## config.mk

```make
export PLATFORM = sky130hd
export DESIGN_NAME = irq_encoder8_3
export DESIGN_NICKNAME = d
export VERILOG_FILES = /design/src/rtl/irq_encoder8_3_pkg.sv /design/src/rtl/irq_encoder8_3_prio_pick8.sv /design/src/rtl/irq_encoder8_3.sv
export SDC_FILE = /design/constraint.sdc
export NUM_CORES = 1
export LEC_CHECK = 0
export ABC_AREA = 1
export CAP_MARGIN = 15
export CORE_AREA = 2 2 53 55
export CTS_BUF_LIST = sky130_fd_sc_hd__clkbuf_16
export CTS_CLUSTER_DIAMETER = 200
export CTS_CLUSTER_SIZE = 20
export DETAILED_ROUTE_END_ITERATION = 10
export DIE_AREA = 0 0 55 57
export HOLD_SLACK_MARGIN = 0.15
export PLACE_DENSITY_LB_ADDON = 0.25
export SYNTH_ARGS = -nofsm -noshare
export SYNTH_HDL_FRONTEND = slang
export SYNTH_SLANG_ARGS = --single-unit
```

## constraint.sdc

```tcl
create_clock -name clk -period 1.95 [get_ports clk]
set_clock_uncertainty 0.2 [all_clocks]
set_input_delay 0.39 -clock clk [delete_from_list [all_inputs] [get_ports clk]]
set_output_delay 0.39 -clock clk [all_outputs]
set_load 0.01 [all_outputs]
```

## src/rtl/irq_encoder8_3_pkg.sv

```systemverilog
// Shared constants and the code-to-line mapping used by the active-low
// 3-to-8 decoder and by the 8-to-3 interrupt encoder.
package irq_encoder8_3_pkg;

  localparam int           N_REQ    = 8;
  localparam int           CODE_W   = 3;
  localparam logic [7:0]   IDLE_REQ = 8'hFF;

  // Code k is carried on request line 7-k.
  function automatic logic [CODE_W-1:0] code_to_bit(input logic [CODE_W-1:0] k);
    return 3'd7 - k;
  endfunction

endpackage

```

## src/rtl/irq_encoder8_3_prio_pick8.sv

```systemverilog
// Combinational priority pick over eight candidates held in code order
// (bit k = code k). Returns the winning code and an any-set flag.
module irq_encoder8_3_prio_pick8
  import irq_encoder8_3_pkg::*;
#(
  parameter bit PRIO_LOW_FIRST = 1'b1
) (
  input  logic [N_REQ-1:0]  i_cand,
  output logic [CODE_W-1:0] o_idx,
  output logic              o_any
);

  // Scan so that the last hit is the winner for the selected priority order.
  always_comb begin
    o_idx = '0;
    o_any = |i_cand;
    if (PRIO_LOW_FIRST) begin
      for (int i = N_REQ - 1; i >= 0; i--) begin
        if (i_cand[i]) o_idx = CODE_W'(i);
      end
    end else begin
      for (int i = 0; i < N_REQ; i++) begin
        if (i_cand[i]) o_idx = CODE_W'(i);
      end
    end
  end

endmodule

```

## src/rtl/irq_encoder8_3.sv

```systemverilog
// Sequential 8-to-3 interrupt encoder. Falling edges on active-low request
// lines become sticky pending bits; the highest-priority pending code is
// presented with a valid/ack handshake and held stable until acknowledged.
module irq_encoder8_3
  import irq_encoder8_3_pkg::*;
#(
  parameter bit PRIO_LOW_FIRST = 1'b1
) (
  input  logic              clk,
  input  logic              rst_n,
  input  logic [N_REQ-1:0]  req_n,
  input  logic              g1,
  input  logic              g2a,
  input  logic              g2b,
  input  logic              ack,
  output logic [CODE_W-1:0] code,
  output logic              valid,
  output logic [N_REQ-1:0]  pending_n
);

  // Line-order history of req_n; pending and candidates are kept in code order.
  logic [N_REQ-1:0]  r_req_q;
  logic [N_REQ-1:0]  r_pend;
  logic [CODE_W-1:0] r_code;
  logic              r_valid;

  logic              w_en;
  logic [N_REQ-1:0]  w_fall;
  logic [N_REQ-1:0]  w_set;
  logic [N_REQ-1:0]  w_clr;
  logic [N_REQ-1:0]  w_cand;
  logic [N_REQ-1:0]  w_pend_nxt;
  logic              w_load;
  logic [CODE_W-1:0] w_idx;
  logic              w_any;

  // Edge detect, set/clear masks and the candidate set for the next load.
  always_comb begin
    w_en   = g1 & ~g2a & ~g2b;
    w_fall = r_req_q & ~req_n;
    w_set  = '0;
    for (int k = 0; k < N_REQ; k++) begin
      w_set[k] = w_fall[code_to_bit(CODE_W'(k))] & w_en;
    end
    w_clr      = (r_valid & ack) ? (N_REQ'(1) << r_code) : '0;
    // Set wins over clear when both hit the same bit on one edge.
    w_pend_nxt = (r_pend & ~w_clr) | w_set;
    // Same-edge falls are excluded: candidates come from the current register.
    w_cand     = r_pend & ~w_clr;
    w_load     = ~r_valid | ack;
  end

  irq_encoder8_3_prio_pick8 #(
    .PRIO_LOW_FIRST (PRIO_LOW_FIRST)
  ) u_pick (
    .i_cand (w_cand),
    .o_idx  (w_idx),
    .o_any  (w_any)
  );

  // State registers: request history, pending bits and the presented code.
  always_ff @(posedge clk) begin
    if (!rst_n) begin
      r_req_q <= IDLE_REQ;
      r_pend  <= '0;
      r_code  <= '0;
      r_valid <= 1'b0;
    end else begin
      r_req_q <= req_n;
      r_pend  <= w_pend_nxt;
      if (w_load) begin
        if (w_any) begin
          r_code  <= w_idx;
          r_valid <= 1'b1;
        end else begin
          r_valid <= 1'b0;
        end
      end
    end
  end

  // Present the pending register back in request-line order, active low.
  always_comb begin
    pending_n = '1;
    for (int k = 0; k < N_REQ; k++) begin
      pending_n[code_to_bit(CODE_W'(k))] = ~r_pend[k];
    end
  end

  assign code  = r_code;
  assign valid = r_valid;

endmodule

```

==> impl_metrics.yaml <==
run_status:
  outcome: "finished clean"
cts:
  cts_sinks: 20
  h-tree-depth: 1
  clk_pin_slew_worst_paths_ns: 0.05
  root_buffer: "clkbuf_16"
  insertion_delay_ns: 0.25
  cts_tree: "done"
  clock_path_buffers: 2
  cts_inserted_buffers: 3
floorplan:
  coreArea_um2: 2620
  fp.dieH_um: 57
  dieArea_um2: 3140
  rows: 19
  fp.dieW_um: 55
  ios: 26
  initial_core_util_pct: 32.4
critical_path:
  setup.worst_path.start: "code[1]$_SDFFE_PN0P_"
  required_ns: 1.36
  critPathKind: "reg2out"
  cp_max_fo: 5
  r2r-start: "code[2]$_SDFFE_PN0P_"
  reg2reg_to: "code[1]$_SDFFE_PN0P_"
  endpoint: "code[1]"
  arrival_ns: 1.24
  crit_family: "buffers and inverters"
  reg2reg_depth: 7
  end_kind: "primary output"
  cp.depth: 1
  r2r_slack_ns: 0.15
  path_cells: "clkdlybuf4s50_1"
  slowest_delay_ns: 0.57
  crit_slowest_cell: "clkdlybuf4s50_1"
  critPathBufInv: 1
  critPathLaunchType: "flop"
power_and_ir_drop:
  powerDensity_nw_per_um2: 811
  leakage_nw: 0.571
  vdd_drop_max_mv: 0.530
  power_mw: 1.05
routing:
  drt_first_pass_iters: 2
  viasPerCell: 4.60
  drtIter0Drc: 6
  via_count: 837
  post-route-drc-count: 0
  drtAntennaViolNets: 0
  drt-total-wl_mm: 1.97
  wire_per_inst_um: 10.8
cells_and_area:
  drive_gt1_share_pct: 18.5
  area_growth_pct: 52.6
  fin_util_pct: 49.4
  diodes: 0
  instances_no_fill: 182
  layout.nets: 167
global_route:
  grt_antenna_before_repair: 0
  grt_pass1_vias: 821
  grt_start_max_net_pins: 11
  grt_remaining_overflow: 0
  grt_usage_pct: 15.2
  grt_pass1_wl_mm: 3.39
placement:
  dpl.hpwl_mm: 1.52
  gp_congestion: 0.889
  dp.cells: 178
  pre_cts_ws_ns: -0.228
  portBuffers: 25
sta:
  slew_viol_final: 0
  maxSlewHeadroom_pct: 80.9
  finalWorstSetupSlack_ns: 0.122
  timing.final.hold_violations: 0
  period_needed_ns: 1.83
  max_freq_mhz: 547
  post-route-period-util_pct: 93.7
  worstMarginPinSlew_ns: 0.286
  setup_viol: 0
  rsz0062_at_grt: "false"
  finalSetupTns_ns: 0
worst_hold_path:
  hold_path.class: "reg2reg"
  min_from: "r_req_q[2]$_SDFF_PN1_"
logic_synthesis:
  syn_area_per_cell_um2: 7.43
  netlist_instances: 114
  yosysUniqueCellTypes: 17
  yosys_warnings: 0
  syn_area_um2: 847
  syn-num-nets: 128
  yosysSeqAreaShare_pct: 47.3
  synth-seq-cells: 20
flow_run:
  maxCapViolCount: 0
==> worst min path at each step <==
stage | cells past startpoint | slack [ns] | end
3_5_place_dp | 2 | 0.26 | r_pend[5]$_SDFF_PN0_
5_1_grt | 2 | 0.29 | r_pend[6]$_SDFF_PN0_
6_report | 2 | 0.26 | r_pend[5]$_SDFF_PN0_
3_3_place_gp | 2 | 0.25 | r_pend[5]$_SDFF_PN0_
2_1_floorplan | 2 | 0.24 | r_pend[4]$_SDFF_PN0_
4_1_cts | 2 | 0.26 | r_pend[5]$_SDFF_PN0_
==> timing repair <==
item / 4_1_cts / 5_1_grt
resized for setup: 4 / 0
buffers inserted: 1 / 0
hold buffers: 0 / 0
endpoints found under the setup margin: 1 / 0
==> metal layers <==
layer  global-route usage, %  part of all wire [%]  wire length (um)  up-vias
met5                       0                     0                 0        -
met2                    22.4                    48               948       19
li1                        -                     -                 -      432
met4                    13.6                   4.7                92        0
met1                    17.5                    43               842      377
met3                    3.93                   4.4                86        9
==> synthesized netlist by cell type <==
| cell type | n | share of area [%] |
|---|---|---|
| o21ai_0 | 1 | 0.59 |
| o21ai_1 | 7 | 4.1 |
| a21oi_1 | 10 | 5.9 |
| a31oi_1 | 1 | 0.74 |
| nand3_1 | 8 | 4.7 |
| inv_2 | 1 | 0.44 |
| nor2_4 | 2 | 2.7 |
| dfxtp_1 | 20 | 47 |
| nand2_1 | 23 | 10 |
| clkbuf_1 | 1 | 0.44 |
| nand3b_1 | 1 | 0.89 |
| nor3b_2 | 1 | 1.5 |
| inv_1 | 21 | 9.3 |
| nand2_2 | 4 | 3.0 |
| nand3_2 | 1 | 1.2 |
| o21ai_2 | 3 | 3.1 |
| nor2_1 | 9 | 4.0 |
==> cells in the final DEF, fill, tap and decap left out, drive strengths merged, types with 3 or more instances in the layout <==
cell,count
a21oi,10
buf,10
clkbuf,3
clkdlybuf4s50,24
dfxtp,20
inv,22
nand2,27
nand3,9
nor2,11
o21ai,11
==> sequential cells by signal, summed over array words and instances (netlist names) <==
signal,cells
code,3
r_pend,8
r_req_q,8
valid,1
==> power by group <==
part           internal (mW)  leakage (nW)  switching (mW)
Combinational         0.0891         0.370          0.0929
Sequential             0.435         0.165          0.0201
Clock                  0.270        0.0370           0.141
Total                  0.794         0.571           0.254
==> per-stage QoR <==
stage,hold WS [ns],area [um2]
after floorplan,0.242,847
after global placement,0.252,1200
after detailed placement,0.255,1200
after CTS,0.263,1290
after global routing,0.291,1290
final,0.263,1290
==> final cells by class <==
| class | instances | area (um2) |
|---|---|---|
| fill | 266 | 1320 |
| sequential | 20 | 400 |
| multi-input combinational | 71 | 372 |
| timing repair buffer | 35 | 324 |
| inverter | 22 | 82.6 |
| clock buffer | 3 | 75.1 |
| tap | 31 | 38.8 |
==> logic make-up after synthesis <==
| kind of cell | count (synthesis) | share of synthesized area, % |
|---|---|---|
| AND/OR/NAND/NOR | 49 | 28.1 |
| buffers and inverters | 23 | 10.2 |
| AO/OA/AOI/OAI | 22 | 14.5 |
| flip-flops | 20 | 47.3 |
No activity file was read; power rests on OpenSTA's default activity.
